**src/rtl/uart_peripheral.sv**
```systemverilog
// Memory-mapped 8N1 UART: TX FIFO feeding a serialiser, single-register RX with sticky overrun.
// 16-byte register window at BASE_ADDR; one-cycle ready pulse per accepted strobe.
module uart_peripheral #(
  parameter logic [31:0] BASE_ADDR   = 32'h0003_0000,
  parameter int unsigned TX_DEPTH    = 8,
  parameter logic [15:0] DEFAULT_DIV = 16'd103
) (
  input  logic        clk,
  input  logic        rst,
  input  logic [31:0] addr,
  input  logic [31:0] wdata,
  input  logic [3:0]  wmask,
  input  logic        wen,
  input  logic        ren,
  output logic [31:0] rdata,
  output logic        ready,
  output logic        active,
  output logic        uart_tx,
  input  logic        uart_rx
);

  localparam int unsigned AW = $clog2(TX_DEPTH);

  typedef enum logic [1:0] {S_IDLE, S_START, S_DATA, S_STOP} state_t;

  logic [15:0] div;
  logic [7:0]  rx_byte;
  logic        rx_valid;
  logic        overrun;

  // ---------------- bus decode ----------------
  logic [1:0] offset;
  logic       hit, do_write, do_read, data_read;
  logic       push, pop;
  logic       tx_empty;
  logic [31:0] read_value;

  assign active    = addr[31:4] == BASE_ADDR[31:4];
  assign offset    = addr[3:2];
  assign hit       = active & (wen | ren);
  assign do_write  = active & wen & wmask[0];
  assign do_read   = active & ren & ~wen;
  assign data_read = do_read && (offset == 2'd0);

  logic unused_bits;
  assign unused_bits = &{1'b0, addr[1:0], wmask[3:1], wdata[31:16]};

  // ---------------- TX FIFO ----------------
  logic [7:0]  fifo_mem [TX_DEPTH];
  logic [AW:0] wr_ptr, rd_ptr;
  logic        fifo_empty, fifo_full;
  logic [7:0]  fifo_head;

  assign fifo_empty = wr_ptr == rd_ptr;
  assign fifo_full  = (wr_ptr[AW] != rd_ptr[AW]) && (wr_ptr[AW-1:0] == rd_ptr[AW-1:0]);
  assign fifo_head  = fifo_mem[rd_ptr[AW-1:0]];
  // A pop in the same cycle frees a slot, so a push into a full FIFO still lands.
  assign push       = do_write && (offset == 2'd0) && (!fifo_full || pop);

  always_ff @(posedge clk) begin
    if (push) fifo_mem[wr_ptr[AW-1:0]] <= wdata[7:0];
  end

  always_ff @(posedge clk) begin
    if (rst) begin
      wr_ptr <= '0;
      rd_ptr <= '0;
    end else begin
      if (push) wr_ptr <= wr_ptr + 1'b1;
      if (pop)  rd_ptr <= rd_ptr + 1'b1;
    end
  end

  // ---------------- TX serialiser ----------------
  state_t      tx_state, tx_state_n;
  logic [15:0] tx_cnt, tx_cnt_n;
  logic [2:0]  tx_idx, tx_idx_n;
  logic [7:0]  tx_shift, tx_shift_n;
  logic        tx_line, tx_line_n;

  always_ff @(posedge clk) begin
    if (rst) begin
      tx_state <= S_IDLE;
      tx_cnt   <= '0;
      tx_idx   <= '0;
      tx_shift <= '0;
      tx_line  <= 1'b1;
    end else begin
      tx_state <= tx_state_n;
      tx_cnt   <= tx_cnt_n;
      tx_idx   <= tx_idx_n;
      tx_shift <= tx_shift_n;
      tx_line  <= tx_line_n;
    end
  end

  // Every bit reloads the counter from div, so a divisor write lands on a bit boundary.
  always_comb begin
    tx_state_n = tx_state;
    tx_cnt_n   = tx_cnt;
    tx_idx_n   = tx_idx;
    tx_shift_n = tx_shift;
    tx_line_n  = tx_line;
    pop        = 1'b0;
    case (tx_state)
      S_IDLE: begin
        tx_line_n = 1'b1;
        if (!fifo_empty) begin
          pop        = 1'b1;
          tx_shift_n = fifo_head;
          tx_cnt_n   = div;
          tx_state_n = S_START;
          tx_line_n  = 1'b0;
        end
      end
      S_START: begin
        if (tx_cnt == '0) begin
          tx_state_n = S_DATA;
          tx_cnt_n   = div;
          tx_idx_n   = '0;
          tx_line_n  = tx_shift[0];
        end else begin
          tx_cnt_n = tx_cnt - 16'd1;
        end
      end
      S_DATA: begin
        if (tx_cnt == '0) begin
          tx_cnt_n = div;
          if (tx_idx == 3'd7) begin
            tx_state_n = S_STOP;
            tx_line_n  = 1'b1;
          end else begin
            tx_idx_n   = tx_idx + 3'd1;
            tx_shift_n = {1'b0, tx_shift[7:1]};
            tx_line_n  = tx_shift[1];
          end
        end else begin
          tx_cnt_n = tx_cnt - 16'd1;
        end
      end
      S_STOP: begin
        if (tx_cnt == '0) begin
          if (!fifo_empty) begin
            pop        = 1'b1;
            tx_shift_n = fifo_head;
            tx_cnt_n   = div;
            tx_state_n = S_START;
            tx_line_n  = 1'b0;
          end else begin
            tx_state_n = S_IDLE;
            tx_line_n  = 1'b1;
          end
        end else begin
          tx_cnt_n = tx_cnt - 16'd1;
        end
      end
      default: tx_state_n = S_IDLE;
    endcase
  end

  assign uart_tx  = tx_line;
  assign tx_empty = fifo_empty && (tx_state == S_IDLE);

  // ---------------- RX deserialiser ----------------
  logic        rx_meta, rx_sync, rx_prev;
  state_t      rx_state, rx_state_n;
  logic [15:0] rx_cnt, rx_cnt_n;
  logic [2:0]  rx_idx, rx_idx_n;
  logic [7:0]  rx_shift, rx_shift_n;
  logic        rx_load;
  logic [16:0] div_inc;
  logic [15:0] half_bit;

  assign div_inc  = {1'b0, div} + 17'd1;
  assign half_bit = div_inc[16:1];

  always_ff @(posedge clk) begin
    if (rst) begin
      rx_meta  <= 1'b1;
      rx_sync  <= 1'b1;
      rx_prev  <= 1'b1;
      rx_state <= S_IDLE;
      rx_cnt   <= '0;
      rx_idx   <= '0;
      rx_shift <= '0;
    end else begin
      rx_meta  <= uart_rx;
      rx_sync  <= rx_meta;
      rx_prev  <= rx_sync;
      rx_state <= rx_state_n;
      rx_cnt   <= rx_cnt_n;
      rx_idx   <= rx_idx_n;
      rx_shift <= rx_shift_n;
    end
  end

  always_comb begin
    rx_state_n = rx_state;
    rx_cnt_n   = rx_cnt;
    rx_idx_n   = rx_idx;
    rx_shift_n = rx_shift;
    rx_load    = 1'b0;
    case (rx_state)
      S_IDLE: begin
        if (rx_prev && !rx_sync) begin
          rx_state_n = S_START;
          rx_cnt_n   = half_bit;
        end
      end
      S_START: begin
        if (rx_cnt <= 16'd1) begin
          if (rx_sync) begin
            rx_state_n = S_IDLE;
          end else begin
            rx_state_n = S_DATA;
            rx_cnt_n   = div;
            rx_idx_n   = '0;
          end
        end else begin
          rx_cnt_n = rx_cnt - 16'd1;
        end
      end
      S_DATA: begin
        if (rx_cnt == '0) begin
          rx_shift_n = {rx_sync, rx_shift[7:1]};
          rx_cnt_n   = div;
          if (rx_idx == 3'd7) rx_state_n = S_STOP;
          else                rx_idx_n   = rx_idx + 3'd1;
        end else begin
          rx_cnt_n = rx_cnt - 16'd1;
        end
      end
      S_STOP: begin
        if (rx_cnt == '0) begin
          rx_state_n = S_IDLE;
          rx_load    = rx_sync;
        end else begin
          rx_cnt_n = rx_cnt - 16'd1;
        end
      end
      default: rx_state_n = S_IDLE;
    endcase
  end

  // ---------------- registers and read path ----------------
  always_comb begin
    read_value = '0;
    case (offset)
      2'd0:    read_value = {24'b0, rx_byte};
      2'd1:    read_value = {28'b0, overrun, rx_valid, tx_empty, fifo_full};
      2'd2:    read_value = {16'b0, div};
      default: read_value = '0;
    endcase
  end

  always_ff @(posedge clk) begin
    if (rst) begin
      rdata    <= '0;
      ready    <= 1'b0;
      div      <= DEFAULT_DIV;
      rx_byte  <= '0;
      rx_valid <= 1'b0;
      overrun  <= 1'b0;
    end else begin
      ready <= hit;
      if (hit) rdata <= wen ? '0 : read_value;
      if (do_write && (offset == 2'd2)) div <= wdata[15:0];
      if (do_write && (offset == 2'd1) && wdata[3]) overrun <= 1'b0;
      // A completing frame beats a same-cycle DATA read: the new byte stays valid.
      if (rx_load) begin
        rx_byte  <= rx_shift;
        rx_valid <= 1'b1;
        if (rx_valid && !data_read) overrun <= 1'b1;
      end else if (data_read) begin
        rx_valid <= 1'b0;
      end
    end
  end

endmodule

```
**config.mk**
```make
export PLATFORM = sky130hd
export DESIGN_NAME = uart_peripheral
export DESIGN_NICKNAME = d
export VERILOG_FILES = /design/src/rtl/uart_peripheral.sv
export SDC_FILE = /design/constraint.sdc
export NUM_CORES = 1
export LEC_CHECK = 0
export BUFFER_PORTS_ARGS = -buffer_cell sky130_fd_sc_hd__buf_4
export CORE_MARGIN = 2
export CORE_UTILIZATION = 40
export CTS_CLUSTER_DIAMETER = 200
export DETAILED_ROUTE_END_ITERATION = 8
export PLACE_DENSITY_LB_ADDON = 0.1
export SLEW_MARGIN = 0
export SYNTH_ARGS = -nofsm -noshare
export SYNTH_HDL_FRONTEND = slang
export SYNTH_SLANG_ARGS = --single-unit
```
**constraint.sdc**
```tcl
create_clock -name clk -period 3.5 [get_ports clk]
set_clock_uncertainty 0.05 [all_clocks]
set_input_delay 0.35 -clock clk [delete_from_list [all_inputs] [get_ports clk]]
set_output_delay 0.35 -clock clk [all_outputs]
set_load 0.02 [all_outputs]
```
# --- Word level (Yosys, flattened, before mapping) ---
# Memory sizes are Yosys's and may differ from the RTL's. A register that Yosys moved wholly into a read port is not among the register bits.
# Index checks and enable logic that the tools add are counted.
classes:
  order_cmp: 1
  addsub: 7
  n_bitwise: 7
  eq_ne: 29
  reduce_logical: 32
  n_mux: 60
ops:
  columns: ["operator", "count"]
  rows:
  - ["$mux 16", 8]
  - ["$pmux 16 s3", 2]
  - ["$pmux 16 s4", 1]
  - ["$logic_not 16->1", 2]
  - ["$mux 32", 1]
  - ["$mux 8", 4]
  - ["$sub 16x1->16 const B", 2]
  - ["$eq 28x14->1 const B", 1]
  - ["$ne 2x2->1 const B", 14]
  - ["$mux 3", 9]
  - ["$pmux 8 s3", 1]
  - ["$mux 2", 11]
  - ["$add 16x1->17 const B", 1]
  - ["$mux 1", 17]
  - ["$le 16x1->1 const B", 1]
  - ["$pmux 2 s4", 2]
  - ["$reduce_and 5->1", 3]
  - ["$pmux 3 s2", 2]
  - ["$eq 2x2->1 const B", 5]
  - ["$logic_and 1x1->1", 10]
  - ["$add 4x1->4 const B", 2]
  - ["$reduce_and 4->1", 2]
  - ["$add 3x1->3 const B", 2]
  - ["$eq 2x1->1 const B", 3]
  - ["other kinds (18)", 30]
word_totals:
  word_cells: 157
  mem_count: 1
  out_inout_bits: 35
  register_bits: 129
  in_bits: 73
  mem_bits_rw: 64
memory_table:
  columns: ["memory", "depth", "word_bits", "read_ports", "rd_clocked_by_memory_dff", "write_ports", "line", "text"]
  rows:
  - ["fifo_mem", 8, 8, 1, 1, 1, "49", "logic [7:0] fifo_mem [TX_DEPTH];"]

# --- Longest topological paths before layout ---
# Gate-level depths: netlist of the first run.
depth:
  depth_word: 8
  depth_mapped: 10
  ltp_nobuf: 8

# --- Least setup slack after synthesis of the first run ---
# OpenSTA, ideal clock, no wires.
synth_timing:
  kind: "flip-flop to flip-flop"
  startpoint: "reg tx_state[0]"
  endpoint: "mem fifo_mem[0][0] (enable)"
  required_ns: 3.055
  setup_time_ns: 0.395
  stages_incl_launch_ff: 10
  slack_ns: 0.515
  path_buffers: 2
  synth_period_minus_slack_ns: 2.985
  arrival_time_ns: 2.541
  path_cell_list: "dfxtp_1 inv_1 ha_1 clkbuf_1 inv_1 and3_1 a221oi_1 nand4bb_1 buf_4 nor4_1"
synth_between:
  elab_chain_len: 6
  word_cells_on_any_way: 7
  classes_between: "1 x eq/ne; 3 x mux; 3 x reduce/logical"
synth_lines:
  columns: ["item", "line", "text"]
  rows:
  - ["start: declaration", "75", "state_t tx_state, tx_state_n;"]
  - ["start signal: assignment", "89", "tx_state <= tx_state_n;"]
  - ["$eq 2x2->1 / $logic_not 2->1 (equally long branches)", "105", "case (tx_state)"]
  - ["$pmux 1 s2 *", "105", null]
  - ["$logic_or 1x1->1 *", "58", "assign push = do_write && (offset == 2'd0) && (!fifo_full || pop);"]
  - ["$logic_and 1x1->1 *", "58", null]
  - ["$mux 1 *", "61", "if (push) fifo_mem[wr_ptr[AW-1:0]] <= wdata[7:0];"]
  - ["$mux 1 (not written as such) *", "61", null]
  - ["end: declaration", "49", null]
# Mark *: on every way between the ends. The rest lies on a longest branch, timed or not.

# --- Worst setup path after layout of the first run ---
layout_timing:
  startpoint: "reg tx_state[1]"
  endpoint: "mem fifo_mem[2][7] (enable)"
# The elaborated chain is that of the path after synthesis.

==> results.txt, run 1 <==
The area growth from synthesis to final layout came out at 15.2%. The tools report the total of warnings raised by yosys as 0. The final antenna diode count was 0. Counting the buffers created by CTS gives 17.

The share of total power consumed by net switching was 0.363; the CTS H-tree depth was 4. The tools report the reported net switching power as 2.19 mW. The run gives 0 as the final max-slew violation count.

The wire length per cell is 18.3 um. The per-instance average area after synthesis was 10.1 um2; the worst slack at placement was 0.392 ns. In the routed design, unresolved DRC markers number 0.

The number of antenna violations at the first check in global routing is 0, and the global routing usage summed across all routing layers is 0.195. The later pin in the worst-skew pair is clocked with a latency of 0.43 ns. STA classifies the critical path endpoint as a flop. The floorplan step defined a die boundary enclosing 23900 um2.

Measured along the x axis, the die boundary spans 155 um. Setup violations remaining at the end of the flow were counted as 0. The run gives 0 as the number of setup buffers added after CTS. For the design internal power, the log shows 3.85 mW. The sequential share of power was 0.384; the number of flops mapped to enable cells by yosys was 64.

The logs give 0.283 for the part of the total power dissipated in combinational logic and 2123 for the number of fillers in the final layout. The tools report the number of standard cells in the final layout excluding fillers as 1250. The tools report the net count reported at finish as 1041. In this run, post-CTS hold repair placed 0 buffers. The tools report the synthesized area as 9080 um2. The pre-antenna-repair detailed-routing pass consisted of 5 iterations. The routed layout has 6951 vias. The I/O pin count was 108; the highest net fanout along the worst path was 8. In this run the static leakage power is 3.90 nW. The most common cell in the synthesized netlist is sky130_fd_sc_hd__dfxtp_1. After detailed routing, the number of vias per cell comes to 5.56.

The number of distinct library cells after synthesis was 83; the power per cell area was 578 nW/um2. On the final layout, the worst hold slack is 0.0493 ns. The required time of the critical path was 3.51 ns.

The clock drives 180 sinks. The number of placement rows is 55. The placed instances occupy a cell area of 9830 um2. Static timing analysis puts the maximum clock frequency at 319 MHz. The clock power share was 0.332. The first global-routing pass estimated 36600 um of wire. Minimum clock period: 3.14 ns. The count of state elements after synthesis was 180; the final antenna-violating net count was 0. Max-cap violations in this run came to 0. The global placer's final weighted congestion was 0.801. By count the netlist is led by 116 x sky130_fd_sc_hd__dfxtp_1, 97 x sky130_fd_sc_hd__nor2_1, 88 x sky130_fd_sc_hd__nand2_1.

Ranked by total cell area, the synthesized netlist is headed by sky130_fd_sc_hd__dfxtp_1 26%, sky130_fd_sc_hd__edfxtp_1 21%, sky130_fd_sc_hd__mux2i_1 6.0%. Clock-pin slew was measured on the worst setup and hold paths at 0.08 ns. Buffers placed on the I/O ports in this run total 70. The worst setup path is of the reg2reg kind. Post-cts gate resize count: 0. At the pin with the least slew margin, the transition time is 1.05 ns. In this run, placement finished with an instance count of 1218. Setup repair after global routing left no endpoint under its margin. The run gives 0 ns as the sum of negative setup slack. After the first detailed-routing iteration, the DRC count stood at 560.

Detailed placement finished with a half-perimeter wire length of 15800 um. The worst slew margin relative to its limit was 0.298; the synthesized instance count was 902. The worst-case IR drop observed on VDD is 300 uV. The layout cell share with drive strength beyond 1 was 0.188. The routed design has 22900 um of wire. The tools report the part of the Yosys area used for sequential elements as 0.467. Once routing completed, OpenROAD measured the worst setup slack at 0.362 ns. The post-synthesis async set-or-reset flop share is 0, and the maximum count of clock buffers along a single path is 2. The post-route fraction of the period consumed by the critical path came out at 0.897. The leading area contributor after synthesis is sky130_fd_sc_hd__dfxtp_1.

The most frequently used flop master after synthesis was sky130_fd_sc_hd__dfxtp_1. The tree is rooted in a sky130_fd_sc_hd__clkbuf_16. For the via count of the first global-routing pass, the log shows 6539.

Area share of the leading cell type in the synthesized netlist: 0.256. The critical path launch point type was a flop. The final hold violation count is 0. Summed over all layers, the global routing overflow is 0. Data on the critical path arrives at its endpoint at 3.14 ns. The largest net degree at the start of global routing was 58.

The floorplan die height was 155 um. The run finished with clean final reports. The core region is 22400 um2. The worst hold path belongs to the class in2reg. With fillers left out, the area of the finished cells amounts to 10500 um2.

TritonCTS built the clock tree. The effective utilization at floorplan is 0.405.
-- cell type report --
cell class | instances | area [um2] | area share
multi-input combinational | 634 | 4420 | 0.422
inverter | 22 | 82.6 | 0.00790
clock buffer | 17 | 425 | 0.0407
timing repair buffer | 97 | 728 | 0.0696
sequential | 180 | 4240 | 0.406
clock inverter | 15 | 206 | 0.0197
tap | 285 | 357 | 0.0341
-- worst max-delay path, stage by stage, from the launching register on --
cell and delay, ns:
sky130_fd_sc_hd__dfxtp_1 0.41, sky130_fd_sc_hd__inv_1 0.11, sky130_fd_sc_hd__ha_1 0.29, sky130_fd_sc_hd__inv_1 0.17
sky130_fd_sc_hd__and3_1 0.21, sky130_fd_sc_hd__a221oi_1 0.14, sky130_fd_sc_hd__nand4bb_1 0.42, sky130_fd_sc_hd__nor4b_2 0.95
-- kinds of logic (layout without fill, tap and decap cells) --
| kind of cell | Yosys count | in the layout | share of synthesized area |
|---|---|---|---|
| AOI/OAI and AO/OA | 178 | 178 | 0.143 |
| xor gates and xnor gates | 30 | 30 | 0.0289 |
| adders and majority gates | 16 | 16 | 0.0220 |
| buffers and inverters | 103 | 151 | 0.0544 |
| DFF | 180 | 180 | 0.467 |
| muxes | 72 | 72 | 0.102 |
| other | 1 | 16 | 0.000413 |
| and+or+nand+nor | 322 | 322 | 0.182 |
-- state kept, by name, indices dropped and copies added, names as in the netlist, 8 cells and up, named ones only --
register  cells
tx_cnt       16
div          16
rx_byte       8
tx_shift      8
rx_shift      8
rdata        16
rx_cnt       16
fifo_mem     64
-- path summary, 6_finish.rpt --
kind,start,end,slack (ns),cells after the start
max,tx_state[1],fifo_mem[2][7],0.36,7
max reg2reg,tx_state[1],fifo_mem[2][7],0.36,7
min,uart_rx,rx_meta,0.05,2
min reg2reg,rx_meta,rx_sync,0.36,1
-- metal layers --
metal | up-vias | wire [um] | GRT usage | share of wire
li1 | 3391 | - | - | -
met1 | 3374 | 11900 | 0.305 | 0.52
met2 | 173 | 9810 | 0.283 | 0.43
met3 | 13 | 1050 | 0.0305 | 0.046
met4 | 0 | 183 | 0.0432 | 0.0080
met5 | - | 0 | 0 | 0
-- power groups by stage --
stage,Sequential [mW],Clock [mW],Combinational [mW]
2_1_floorplan,2.33,0,1.34
3_3_place_gp,2.37,0,1.70
3_5_place_dp,2.37,0,1.70
4_1_cts,2.32,2.05,1.70
5_1_grt,2.34,2.14,1.91
6_report,2.32,2.01,1.71
-- per-stage QoR --
stage	util	power, mW
2_1_floorplan	-	3.67
3_3_place_gp	0.438	4.07
3_5_place_dp	0.438	4.07
4_1_cts	0.466	6.08
5_1_grt	0.466	6.39
6_report	0.466	6.05
-- placed cells by master, fill, tap and decap left out, types with 7 or more instances in the layout --
cell type / n
sky130_fd_sc_hd__dfxtp_1: 116
sky130_fd_sc_hd__nor2_1: 97
sky130_fd_sc_hd__buf_4: 97
sky130_fd_sc_hd__nand2_1: 88
sky130_fd_sc_hd__edfxtp_1: 64
sky130_fd_sc_hd__mux2i_1: 54
sky130_fd_sc_hd__a21oi_1: 38
sky130_fd_sc_hd__nand3_1: 24
sky130_fd_sc_hd__inv_1: 22
sky130_fd_sc_hd__a22oi_1: 21
sky130_fd_sc_hd__xor2_1: 18
sky130_fd_sc_hd__o21ai_0: 18
sky130_fd_sc_hd__clkbuf_16: 17
sky130_fd_sc_hd__mux4_2: 16
sky130_fd_sc_hd__ha_1: 16
sky130_fd_sc_hd__conb_1: 16
sky130_fd_sc_hd__nor3_1: 15
sky130_fd_sc_hd__and3_1: 13
sky130_fd_sc_hd__xnor2_1: 12
sky130_fd_sc_hd__o22ai_1: 11
sky130_fd_sc_hd__nor4_1: 10
sky130_fd_sc_hd__or2_2: 10
sky130_fd_sc_hd__a31oi_1: 10
sky130_fd_sc_hd__nand4_1: 9
sky130_fd_sc_hd__a221oi_1: 7
sky130_fd_sc_hd__o32ai_1: 7
Note: power is estimated with default switching activity, not from simulation.
==> run 2, diff against run 1 <==
--- a/config.mk
+++ b/config.mk
@@ -11,6 +11,8 @@
 export CTS_CLUSTER_DIAMETER = 200
 export DETAILED_ROUTE_END_ITERATION = 8
 export PLACE_DENSITY_LB_ADDON = 0.1
+export RECOVER_POWER = 50
+export SETUP_SLACK_MARGIN = 0.1
 export SLEW_MARGIN = 0
 export SYNTH_ARGS = -nofsm -noshare
 export SYNTH_HDL_FRONTEND = slang
==> run 2 against run 1 <==
The run now ends with capacitance limit, slew limit left; flip-flop and latch count stayed put; non-clock buffer count unchanged; fmax up 0.84%; sequential power barely moved; wire length fell by 0.35%; critical path depth grew 1; die area unchanged; via count is essentially flat.
==> results.txt, run 2 (synthesis gave the netlist of run 1 again) <==
The flow ran to the end, but the final reports show violations. The final reports fail on capacitance limit, slew limit. The floorplan step set the die width to 155 um. Power spread over the standard cell area amounts to 583 nW/um2.

Clock-pin slew was measured on the worst setup and hold paths at 0.08 ns. For the finished layout, the period the worst path requires is 3.11 ns. For the total overflow reported by the global router, the log shows 0. Buffers inserted to repair hold after CTS numbered 0. The number of standard cells in the final layout excluding fillers was 1250. The critical path launch point type was a flop.

The average via count per standard cell is 5.56, and the number of endpoints failing setup at the final stage is 0. The library cell used most frequently in the layout, excluding fill and tap cells, is sky130_fd_sc_hd__dfxtp_1. The register with the most flip-flops in the layout has 64 of them. The floorplan has 55 rows. After detailed routing, the number of remaining DRC violations is 0.

Across the VDD grid, the largest voltage drop is 299 uV. Leaving out fill and tap cells, the most frequent cells in the layout are 116 x sky130_fd_sc_hd__dfxtp_1, 97 x sky130_fd_sc_hd__nor2_1, 88 x sky130_fd_sc_hd__nand2_1. The number of antenna violations at the first check in global routing is 0, and the max-capacitance violation count is 1. The number of clock buffers added by TritonCTS is 17. TritonCTS built the clock tree.

The final antenna diode count was 0; the effective utilization at floorplan was 0.405. Clock root buffer master: sky130_fd_sc_hd__clkbuf_16. In the final design database the tool counted 1041 nets.

The die covers 23900 um2. The end point of the worst hold path is rx_meta. The detail route stage leaves a number of antenna-violating nets equal to 0. The via count of the first global-routing pass is 6539, and the floorplan die height is 155 um.

The layout cell share with drive strength beyond 1 works out to 0.153. Setup repair after global routing left no endpoint under its margin. The run gives 0.39 ns as the reg-to-reg setup timing slack. The logs give 0.43 ns for the source-to-sink clock delay at the later pin of the worst-skew pair and 15800 um for the HPWL after detailed placement.

The run gives 0 as the final hold violation count. The tools report the sum of routed wire segments on met1 as 11800 um. The final layout contains routed wiring with a total length of 22800 um.

The cell family contributing the most delay on the critical path is simple AND/OR/NAND/NOR gates. The tools report the post-cts gate resize count as 0. In this run the deepest clock path goes through 2 buffers. The run gives 6954 as the detailed-route via count.

Among the stages of the critical path, the cell type that occurs most often is sky130_fd_sc_hd__inv_1. The first detailed-routing pass took 5 iterations. STA puts the critical path data arrival time at 3.12 ns. Area of the core: 22400 um2.

On the critical path, the stage with the largest delay is an instance of sky130_fd_sc_hd__nor2_1. The worst register-to-register path begins at tx_state[1]. The first global-routing pass estimated 36600 um of wire. The type of the worst setup path was reg2reg.

The worst setup path is captured at a flop. The number of fillers in the final layout is 2149. The worst hold path belongs to the class in2reg. The post-route fraction of the period consumed by the critical path was 0.889.

In the detailed route, the total length drawn on met2 is 9790 um. Together, buffers and inverters on the worst path number 3. The slew at the pin with the worst max-slew slack is 2.53 ns. Signal routing reaches up to met4. For this block, the initial DRC count from the detailed router was 603. Global routing usage summed across all routing layers: 0.195.

Walking the worst path, the cells encountered are inv_1, ha_1, inv_1, and3_1, a221oi_1, nand4bb_1, buf_4, nor2_1. The congestion estimate from routability-driven global placement came to 0.801. The leakage component of the power came out at 3.78 nW. Logic depth of the worst register-to-register path: 8. The clock sink count came out at 180. The area growth from synthesis to final layout was 13.7%; the wire length per cell was 18.3 um.

Static timing analysis puts the maximum clock frequency at 321 MHz. The tools report the capture point of the worst reg-to-reg path as fifo_mem[7][3]. The run gives 4 as the CTS H-tree depth.

The final max-slew violation count is 58. Counting tap cells, the placed design contains a total of 1218 instances. Counting instances, the worst hold path has a depth of 2. The I/O pin count is 108, and the largest net degree at the start of global routing is 58. The worst hold path begins at uart_rx. In this run the tool buffered the top-level ports with 70 buffer cells. The largest single stage delay on the critical path is 0.67 ns.

The sum of met3 wire segment lengths after detailed routing is 1110 um, and the sum of negative setup slack is 0 ns. The number of setup buffers added after CTS is 0. The worst slew margin relative to its limit was -0.685; the highest net fanout along the worst path was 8.

The tools report the beginning of the critical path as tx_state[1]. For the required time of the critical path, the log shows 3.51 ns.
==> run 2: how the worst max path moves through the flow <==
| stage | end | slack [ns] | depth (start not counted) |
|---|---|---|---|
| after floorplan | fifo_mem[0][0] | 0.51 | 9 |
| after global placement | fifo_mem[7][6] | 0.42 | 8 |
| after detailed placement | fifo_mem[7][6] | 0.39 | 8 |
| after CTS | fifo_mem[7][3] | 0.34 | 8 |
| after global routing | fifo_mem[2][5] | 0.17 | 7 |
| final | fifo_mem[7][3] | 0.39 | 8 |
==> run 2: area by class of cell <==
class / count / area (um2) / area share
Inverter: 22 / 82.6 / 0.00800
Multi-Input combinational cell: 634 / 4400 / 0.426
Sequential cell: 180 / 4240 / 0.411
Clock inverter: 15 / 206 / 0.0200
Clock buffer: 17 / 425 / 0.0412
Timing Repair Buffer: 97 / 612 / 0.0593
Tap cell: 285 / 357 / 0.0345
==> run 2: routing by layer <==
| layer | GRT usage | up-vias |
|---|---|---|
| met5 | 0 | - |
| met4 | 0.0432 | 0 |
| met3 | 0.0305 | 13 |
| met2 | 0.283 | 168 |
| met1 | 0.305 | 3369 |
| li1 | - | 3404 |
==> run 2: report_power, final <==
group          leakage, nW  internal (mW)  switching (mW)
Sequential            1.51           2.23          0.0933
Clock                0.306          0.998            1.01
Combinational         1.96          0.612            1.07
==> run 2: through the flow <==
| stage | total power [mW] | area (um2) | utilization | worst slack (ns) | hold WS [ns] |
|---|---|---|---|---|---|
| 5_1_grt | 6.35 | 10300 | 0.460 | 0.168 | 0.0389 |
| 3_3_place_gp | 4.07 | 9830 | 0.438 | 0.424 | 0.343 |
| 3_5_place_dp | 4.07 | 9830 | 0.438 | 0.392 | 0.350 |
| 2_1_floorplan | 3.67 | 9140 | - | 0.515 | 0.339 |
| 6_report | 6.02 | 10300 | 0.460 | 0.388 | 0.0512 |
| 4_1_cts | 6.08 | 10500 | 0.466 | 0.343 | 0.0363 |
